==> src/rtl/npu_act_pkg.sv <==
// Shared types and constants for the activation readout stream.
// Holds matrix geometry, element/matrix types, the streamer state enum and
// the derived index/count widths used by act_matrix_streamer and its counter.
package npu_act_pkg;

  localparam int unsigned ACT_ROWS   = 10;
  localparam int unsigned ACT_COLS   = 10;
  localparam int unsigned ACT_DATA_W = 16;

  localparam int unsigned ACT_ROW_W  = $clog2(ACT_ROWS);
  localparam int unsigned ACT_COL_W  = $clog2(ACT_COLS);
  localparam int unsigned ACT_NEG_W  = $clog2(ACT_ROWS * ACT_COLS + 1);

  typedef logic signed [ACT_DATA_W-1:0] act_elem_t;
  typedef act_elem_t [ACT_ROWS-1:0][ACT_COLS-1:0] act_matrix_t;

  typedef enum logic [1:0] {
    IDLE,
    STREAM,
    DONE
  } act_strm_state_e;

endpackage

==> src/rtl/act_matrix_streamer_if.sv <==
// Element stream bundle: valid/ready handshake plus data, indices and
// end markers. master = streamer side, slave = downstream consumer.
interface act_matrix_streamer_if;
  import npu_act_pkg::*;

  logic                 out_valid;
  logic                 out_ready;
  act_elem_t            out_data;
  logic [ACT_ROW_W-1:0] out_row;
  logic [ACT_COL_W-1:0] out_col;
  logic                 out_last_col;
  logic                 out_last;

  modport master (
    output out_valid, out_data, out_row, out_col, out_last_col, out_last,
    input  out_ready
  );

  modport slave (
    input  out_valid, out_data, out_row, out_col, out_last_col, out_last,
    output out_ready
  );

endinterface

==> src/rtl/act_rc_counter.sv <==
// Row-major row/col position counter with registered end flags.
// Ports: clk, rst (async active-low), clr (back to (0,0)), en (advance one
// element), row/col/last_col/last (registered position and flags),
// row_nxt_c/col_nxt_c (combinational position after the next advance).
module act_rc_counter
  import npu_act_pkg::*;
(
  input  logic                 clk,
  input  logic                 rst,
  input  logic                 clr,
  input  logic                 en,
  output logic [ACT_ROW_W-1:0] row,
  output logic [ACT_COL_W-1:0] col,
  output logic                 last_col,
  output logic                 last,
  output logic [ACT_ROW_W-1:0] row_nxt_c,
  output logic [ACT_COL_W-1:0] col_nxt_c
);

  logic last_col_nxt;
  logic last_nxt;

  // Next position: col wraps on last column and carries into row; the row
  // wraps after the final element so the counter never leaves the matrix.
  always_comb begin
    col_nxt_c = last_col ? '0 : col + ACT_COL_W'(1);
    row_nxt_c = row;
    if (last_col) begin
      row_nxt_c = (row == ACT_ROW_W'(ACT_ROWS - 1)) ? '0 : row + ACT_ROW_W'(1);
    end
    last_col_nxt = (col_nxt_c == ACT_COL_W'(ACT_COLS - 1));
    last_nxt     = last_col_nxt && (row_nxt_c == ACT_ROW_W'(ACT_ROWS - 1));
  end

  always_ff @(posedge clk or negedge rst) begin
    if (!rst) begin
      row      <= '0;
      col      <= '0;
      last_col <= 1'b0;
      last     <= 1'b0;
    end else if (clr) begin
      row      <= '0;
      col      <= '0;
      last_col <= (ACT_COLS == 1);
      last     <= (ACT_ROWS * ACT_COLS == 1);
    end else if (en) begin
      row      <= row_nxt_c;
      col      <= col_nxt_c;
      last_col <= last_col_nxt;
      last     <= last_nxt;
    end
  end

endmodule

==> src/rtl/act_matrix_streamer.sv <==
// Snapshots the activation matrix on start and streams it row-major over a
// valid/ready handshake with row/col indices and end markers.
// Ports: clk, rst (async active-low), start (capture request, IDLE only),
// in_matrix (activation output), busy (capture .. done inclusive),
// done (one-cycle pulse after final transfer), strm (element stream, master).
// Optional: define ACT_NEG_COUNT_EN to add neg_count, the number of negative
// elements transferred in the current/last frame.
module act_matrix_streamer
  import npu_act_pkg::*;
(
  input  logic                  clk,
  input  logic                  rst,
  input  logic                  start,
  input  act_matrix_t           in_matrix,
  output logic                  busy,
  output logic                  done,
`ifdef ACT_NEG_COUNT_EN
  output logic [ACT_NEG_W-1:0]  neg_count,
`endif
  act_matrix_streamer_if.master strm
);

  act_strm_state_e      state;
  act_matrix_t          mat_q;
  logic                 xfer;
  logic                 capture;
  logic [ACT_ROW_W-1:0] row_nxt;
  logic [ACT_COL_W-1:0] col_nxt;

  assign xfer    = strm.out_valid && strm.out_ready;
  assign capture = (state == IDLE) && start;

  act_rc_counter u_rc (
    .clk       (clk),
    .rst       (rst),
    .clr       (capture),
    .en        (xfer),
    .row       (strm.out_row),
    .col       (strm.out_col),
    .last_col  (strm.out_last_col),
    .last      (strm.out_last),
    .row_nxt_c (row_nxt),
    .col_nxt_c (col_nxt)
  );

  // Control FSM and registered data path; out_data is preloaded with the
  // element at the counter's next position so it lines up with the indices.
  always_ff @(posedge clk or negedge rst) begin
    if (!rst) begin
      state          <= IDLE;
      busy           <= 1'b0;
      done           <= 1'b0;
      strm.out_valid <= 1'b0;
      strm.out_data  <= '0;
      mat_q          <= '0;
`ifdef ACT_NEG_COUNT_EN
      neg_count      <= '0;
`endif
    end else begin
      done <= 1'b0;
      unique case (state)
        IDLE: begin
          if (start) begin
            mat_q          <= in_matrix;
            strm.out_data  <= in_matrix[0][0];
            strm.out_valid <= 1'b1;
            busy           <= 1'b1;
            state          <= STREAM;
`ifdef ACT_NEG_COUNT_EN
            neg_count      <= '0;
`endif
          end
        end
        STREAM: begin
          if (xfer) begin
            strm.out_data <= mat_q[row_nxt][col_nxt];
`ifdef ACT_NEG_COUNT_EN
            if (strm.out_data[ACT_DATA_W-1]) begin
              neg_count <= neg_count + ACT_NEG_W'(1);
            end
`endif
            if (strm.out_last) begin
              strm.out_valid <= 1'b0;
              done           <= 1'b1;
              state          <= DONE;
            end
          end
        end
        DONE: begin
          busy  <= 1'b0;
          state <= IDLE;
        end
        default: begin
          state <= IDLE;
        end
      endcase
    end
  end

endmodule
==> src/flat_wrapper.sv <==
// flat-port wrapper written by rule: the top's interface ports become plain ports
module act_matrix_streamer_flat import npu_act_pkg::*;
  (clk, rst, start, in_matrix, busy, done, strm_out_valid, strm_out_data, strm_out_row, strm_out_col, strm_out_last_col, strm_out_last, strm_out_ready);
  act_matrix_streamer_if strm_i ();
  input  logic clk;
  input  logic rst;
  input  logic start;
  input  act_matrix_t in_matrix;
  output logic busy;
  output logic done;
  output wire logic [$bits(strm_i.out_valid)-1:0] strm_out_valid;
  output wire logic [$bits(strm_i.out_data)-1:0] strm_out_data;
  output wire logic [$bits(strm_i.out_row)-1:0] strm_out_row;
  output wire logic [$bits(strm_i.out_col)-1:0] strm_out_col;
  output wire logic [$bits(strm_i.out_last_col)-1:0] strm_out_last_col;
  output wire logic [$bits(strm_i.out_last)-1:0] strm_out_last;
  input wire logic [$bits(strm_i.out_ready)-1:0] strm_out_ready;
  assign strm_out_valid = strm_i.out_valid;
  assign strm_out_data = strm_i.out_data;
  assign strm_out_row = strm_i.out_row;
  assign strm_out_col = strm_i.out_col;
  assign strm_out_last_col = strm_i.out_last_col;
  assign strm_out_last = strm_i.out_last;
  assign strm_i.out_ready = strm_out_ready;
  act_matrix_streamer u_core (.clk(clk), .rst(rst), .start(start), .in_matrix(in_matrix), .busy(busy), .done(done), .strm(strm_i));
endmodule
==> config.mk <==
export PLATFORM = sky130hd
export DESIGN_NAME = act_matrix_streamer_flat
export DESIGN_NICKNAME = d
export VERILOG_FILES = /design/src/rtl/npu_act_pkg.sv /design/src/rtl/act_matrix_streamer_if.sv /design/src/rtl/act_rc_counter.sv /design/src/rtl/act_matrix_streamer.sv /design/src/flat_wrapper.sv
export SDC_FILE = /design/constraint.sdc
export NUM_CORES = 2
export LEC_CHECK = 0
export CORE_AREA = 2 2 637 639
export DETAILED_ROUTE_END_ITERATION = 8
export DIE_AREA = 0 0 639 641
export MAX_ROUTING_LAYER = met4
export SKIP_CTS_REPAIR_TIMING = 1
export SLEW_MARGIN = 15
export SYNTH_ARGS = -nofsm -noshare
export SYNTH_HDL_FRONTEND = slang
export SYNTH_SLANG_ARGS = --single-unit
==> constraint.sdc <==
create_clock -name clk -period 7.13 [get_ports clk]
set_input_delay 1.426 -clock clk [delete_from_list [all_inputs] [get_ports clk]]
set_output_delay 1.426 -clock clk [all_outputs]
set_load 0.02 [all_outputs]
== Word-level counts from Yosys, hierarchy flattened ==
Cells that the tools add are included.

* Equality and inequality tests: 8
* $add $sub $neg: 2
* Reduce and logical (&&, ||, !) cells: 12
* Muxes and demuxes: 30
* Order comparisons: 2

{| class="wikitable"
|+ Operator list
! kind !! number
|-
| 160-bit binary-select mux with 4-bit select || 1
|-
| 160-bit two-way mux || 1
|-
| 16-bit binary-select mux with 4-bit select || 1
|-
| 16-bit two-way mux || 3
|-
| 16-bit one-hot mux with 2 select lines || 1
|-
| 4-bit two-way mux || 7
|-
| 4-bit == test, second input constant || 3
|-
| 4-bit by 5-bit < comparator with 1-bit output, second input constant || 2
|-
| 1-bit two-way mux || 10
|-
| 4-bit by 1-bit adder with 4-bit output, second input constant || 2
|-
| 2-bit two-way mux || 3
|-
| 2-bit != test, second input constant || 3
|-
| 3-bit AND reduction || 2
|-
| 2-bit nonzero test || 3
|-
| 1-bit one-hot mux with 2 select lines || 2
|-
| 2-bit one-hot mux with 2 select lines || 1
|-
| 2-bit AND reduction || 2
|-
| 4-bit AND reduction || 1
|-
| 1-bit logical AND || 3
|-
| 2-bit by 1-bit == test with 1-bit output, second input constant || 1
|-
| 2-bit == test, second input constant || 1
|-
| 2-bit zero test || 1
|}

* Output and inout port bits: 29
* Word-level logic and storage cells: 163
* Register bits: 1631
* Input bits: 1604

== Longest topological paths before layout ==
* Word-level depth: 9
* Depth in mapped cells: 14
* Gate-level depth less buffers: 9

== Cells and area by module ==
A second synthesis with hierarchy kept.

* Cell total of the unflattened synthesis: 4656
* Area, all modules: 74033.5 um2

{| class="wikitable"
|+ Modules (own cells, without submodules)
! module !! sequential area each (um2) !! times used !! area an instance (um2) !! cells each
|-
| act_matrix_streamer || 40563.9 || 1 || 73422.9 || 4586
|-
| act_rc_counter || 250.2 || 1 || 610.6 || 70
|}

== Least setup slack after synthesis ==
No wires, ideal clock.

* Path kind: input port to flip-flop
* From: input port strm_out_ready
* To: register u_core.strm.out_data[10]
* Slack: 3.975 ns
* Stages: 9
* Library setup time: 0.091 ns
* Data required time: 7.039 ns
* Path buffers: 1
* Data arrival time: 3.065 ns
* Cells stage by stage: nand2_1 > nor2_1 > clkbuf_1 > a21oi_1 > a211o_1 > a31oi_1 > o31a_1 > a32oi_1 > o221ai_1

* Longest elaborated chain between the ends: 3

{| class="wikitable"
|+ RTL lines
! element !! RTL line !! text
|-
| start: declaration || flat_wrapper.sv:17 || <nowiki>input wire logic [$bits(strm_i.out_ready)-1:0] strm_out_ready;</nowiki>
|-
| 1-bit logical AND || act_matrix_streamer.sv:30 || <nowiki>assign xfer = strm.out_valid && strm.out_ready;</nowiki>
|-
| 2-bit != test (no line) || n/a ||
|-
| 3-bit AND reduction (no line) || n/a ||
|-
| end signal: assignment || act_matrix_streamer.sv:65 || <nowiki>strm.out_data <= in_matrix[0][0];</nowiki>
|-
| end signal: assignment || act_matrix_streamer.sv:76 || <nowiki>strm.out_data <= mat_q[row_nxt][col_nxt];</nowiki>
|-
| end: declaration || act_matrix_streamer_if.sv:15 || <nowiki>output out_valid, out_data, out_row, out_col, out_last_col, out_last,</nowiki>
|}

Every way passes these cells.
A chain may end at the register's enable or synchronous reset.

== Worst setup path after layout ==
* From: register u_core.u_rc.last_col
* To: register u_core.strm.out_data[2]

* Longest elaborated chain between the ends: 7
* Elaborated cells between the ends (all ways): 8
* Those cells by class: mux: 8

{| class="wikitable"
|+ RTL lines
! element !! RTL line !! text
|-
| start: declaration || act_rc_counter.sv:14 || <nowiki>output logic last_col,</nowiki>
|-
| start signal: assignment || act_rc_counter.sv:44 || <nowiki>last_col <= (ACT_COLS == 1);</nowiki>
|-
| start signal: assignment || act_rc_counter.sv:49 || <nowiki>last_col <= last_col_nxt;</nowiki>
|-
| 4-bit two-way mux || act_rc_counter.sv:28 || <nowiki>if (last_col) begin</nowiki>
|-
| 160-bit binary-select mux with 4-bit select || act_matrix_streamer.sv:76 ||
|-
| 160-bit two-way mux (implied by the code) || act_matrix_streamer.sv:76 ||
|-
| 16-bit binary-select mux with 4-bit select (*) || act_matrix_streamer.sv:76 ||
|-
| 16-bit two-way mux (implied by the code) (*) || act_matrix_streamer.sv:76 ||
|-
| 16-bit two-way mux (*) || act_matrix_streamer.sv:75 || <nowiki>if (xfer) begin</nowiki>
|-
| 16-bit one-hot mux with 2 select lines (*) || act_matrix_streamer.sv:61 || <nowiki>unique case (state)</nowiki>
|}

Mark *: on every way between the ends. The rest lies on a longest branch, timed or not. The select of a mux whose other input is x is not followed.

==> metrics.csv <==
stage,metric,value,unit
outcome,status,"finished, final reports clean",
job,max_cap viols,0,
detailed_routing,Iter 0 DRT Violations,9131,
worst_setup_path,crit path launch type,flop,
cts,root buffer cell,clkbuf_16,
detailed_routing,Pre-antenna DRT Iters,8,
sta,final hold violations,0,
yosys,synthesized instance count,9562,
yosys,"Distinct cells, synth",95,
sta,Final WS setup,1980,ps
sta,FMAX,194,MHz
cts,H-tree Lvls,4,
worst_setup_path,CP startpoint,u_core.u_rc.last_col,
global_routing,pin count of the biggest net entering global routing,206,
worst_setup_path,reg2reg start,u_core.u_rc.last_col,
global_routing,vias in the first global route,76958,
cts,number of buffers created by CTS,207,
sta,Worst Max-Slew Pin Slew,1260,ps
yosys,sequential element share of the synthesized area,52.4,%
finish,Fillers,43652,
finish,P&R area growth vs syn,38.9,%
cts,CTS tree,yes,
floorplanning,Ports,1633,
yosys,Ys Warns,0,
cts,Max clock buf depth,4,
sta,slew margin rel.,16.2,%
yosys,share of the synthesized area in the top cell type,52.4,%
detailed_routing,via/cell ratio,4.75,
finish,Reg area,40800,sq um
worst_setup_path,Register-to-Register Setup Slack,1980,ps
sta,Max Slew Vio Count,0,
detailed_routing,DRC viols,0,
yosys,commonest cells in the netlist,"nand2_1, dfrtp_1, clkbuf_1",
sta,Final setup viols,0,
detailed_routing,Vias,79029,
global_routing,GR Overflow Total,0,
sta,Tmin final,5150,ps
global_routing,GRT Overall Usage,28.5,%
yosys,synthesized area per cell,8.14,sq um
detailed_routing,antenna-violating nets left,0,
worst_setup_path,Crit Path Max Fanout,47,
power,P per Cell Area,398,nW/um^2
floorplanning,initial core utilization,19.4,%
power,Pleak,0.0515,uW
global_routing,antenna violations before repair,504,
worst_setup_path,crit end category,flop,
sta,clk_skew,113,ps
yosys,"EDFF count, synth",0,
sta,final period utilization,72.2,%
placed_design,DP Worst Slack,1970,ps
cts,"Reg clk slew, reported paths",70,ps
detailed_routing,routed length per instance,35.3,um
sta,final hold slack,468,ps
yosys,Synth area leader,dfrtp_1,
detailed_routing,WL final,588,mm
finish,fin util,26.9,%
worst_setup_path,"Data arrival, critical path",6040,ps
floorplanning,CORE AREA,402000,sq um
global_routing,first-pass GRT wire length,754,mm
worst_setup_path,WS Path Type,reg -> reg,
placed_design,PortBufs,1632,
yosys,"FFs w/ async S/R, synth",100,%
yosys,"Top FF cell, synth",dfrtp_1,
finish,fraction of layout cells with a size suffix above 1,6.11,%
finish,multi-input logic area,34400,sq um
placed_design,Final HPWL DP,469,mm
yosys,"FF+latch count, synth",1631,
worst_setup_path,Register-to-Register Path Depth,9,
sta,RSZ-0062 raised after global routing,false,
finish,fin nets,12485,
yosys,Netlist Area Pre-Place,77900,sq um
worst_hold_path,Worst Hold Class,in -> async,
worst_setup_path,CP Data Required Time,8010,ps
yosys,most frequent cell after synthesis,nand2_1,
placed_design,routability cong.,1.00,
floorplanning,die extent in x,639,um
worst_setup_path,r2r endpoint,u_core.strm.out_data[2],
cts,worst skew pair latency,1000,ps
cts,clock sinks,1631,
yosys,synth top area cells,"dfrtp_1, nand2_1, mux2i_1, clkbuf_1, a21oi_1",
floorplanning,die height,641,um
floorplanning,Die ar.,410000,sq um
yosys,net count after synthesis,11167,
sta,final setup TNS,0,ps
floorplanning,row count,233,
power,maximum VDD drop,0.310,mV
[cells in the final DEF, fill, tap and decap left out, types with 34 or more instances in the layout]
cell type | synthesis | routed
nand2_1 | 5396 | 5391
clkdlybuf4s50_1 | 0 | 1631
dfrtp_1 | 1631 | 1626
diode_2 | 0 | 310
mux2i_1 | 281 | 281
a21oi_1 | 247 | 244
clkbuf_16 | 0 | 207
o21ai_0 | 187 | 179
buf_4 | 37 | 121
a31oi_1 | 113 | 109
nand3_1 | 90 | 90
nor2_1 | 75 | 66
and3_1 | 65 | 65
a211oi_1 | 67 | 63
a221oi_1 | 61 | 61
o221ai_1 | 42 | 42
clkbuf_8 | 0 | 42
buf_12 | 0 | 37
clkinv_2 | 0 | 35
a22oi_1 | 34 | 34
a32oi_1 | 35 | 34
[kinds of logic (layout without fill, tap and decap cells)]
group,count (synthesis),count (layout),share of synthesized area (%)
buf+inv,693,2182,3.89
other cells,0,310,0
simple gates,5750,5750,28.6
compound gates,1135,1135,10.0
mux,346,346,4.94
flops,1631,1631,52.4
xor+xnor,6,6,0.111
fa+ha+maj,1,1,0.0161
[worst max-delay path, stage by stage, from the launching register on]
cell and delay, ps:
dfrtp_4 890, xor2_4 880, buf_4 750, buf_4 510, nand2_1 100, a21oi_1 550, nor3_1 190, o21ai_0 210
a32oi_1 520, o221ai_1 380
[where the power goes]
group / switching [uW] / internal [uW]
Clock: 4900 / 6880
Sequential: 2600 / 11400
Combinational: 12200 / 5070
Total: 19700 / 23300
[flip-flops by register name, summed over array words and instances, names as in the netlist]
signal and count:
u_core.busy 1, u_core.u_rc.col 4, u_core.done 1, u_core.strm.out_valid 1
u_core.strm.out_data 16, u_core.u_rc.last_col 1, u_core.state 2, u_core.mat_q 1600
u_core.u_rc.row 4, u_core.u_rc.last 1
[how the worst max path moves through the flow]
stage          cells past startpoint  slack, ps                  endpoint
6_report                           9       1980   u_core.strm.out_data[2]
5_1_grt                            9       1970   u_core.strm.out_data[2]
4_1_cts                            9       2000   u_core.strm.out_data[2]
3_5_place_dp                       9       1970   u_core.strm.out_data[2]
3_3_place_gp                       8       2030   u_core.strm.out_data[6]
2_1_floorplan                      9       3970  u_core.strm.out_data[10]
[cell type report]
cell class | instances | area share, %
Clock buffer | 279 | 5.43
Multi-Input combinational cell | 7238 | 31.8
Clock inverter | 101 | 1.44
Tap cell | 5287 | 6.12
Timing Repair Buffer | 1791 | 16.7
Sequential cell | 1631 | 37.8
Inverter | 11 | 0.0428
Antenna cell | 310 | 0.717
[metal layers]
metal | track usage, % | vias to the layer above | wire length, um
li1 | - | 34225 | -
met1 | 31.8 | 39420 | 221000
met2 | 44.1 | 4174 | 269000
met3 | 8.80 | 1210 | 53100
met4 | 18.9 | 0 | 44400
met5 | - | - | 0
[stage by stage]
stage               area (sq um)  total power [uW]  cells
floorplan                  77900             20600   9562
global placement           99900             31100  15957
detailed placement         99900             31100  15958
CTS                       107000             43000  16338
global route              108000             44300  16615
finish                    108000             43000  16648
(Power assumes the default switching activity.)
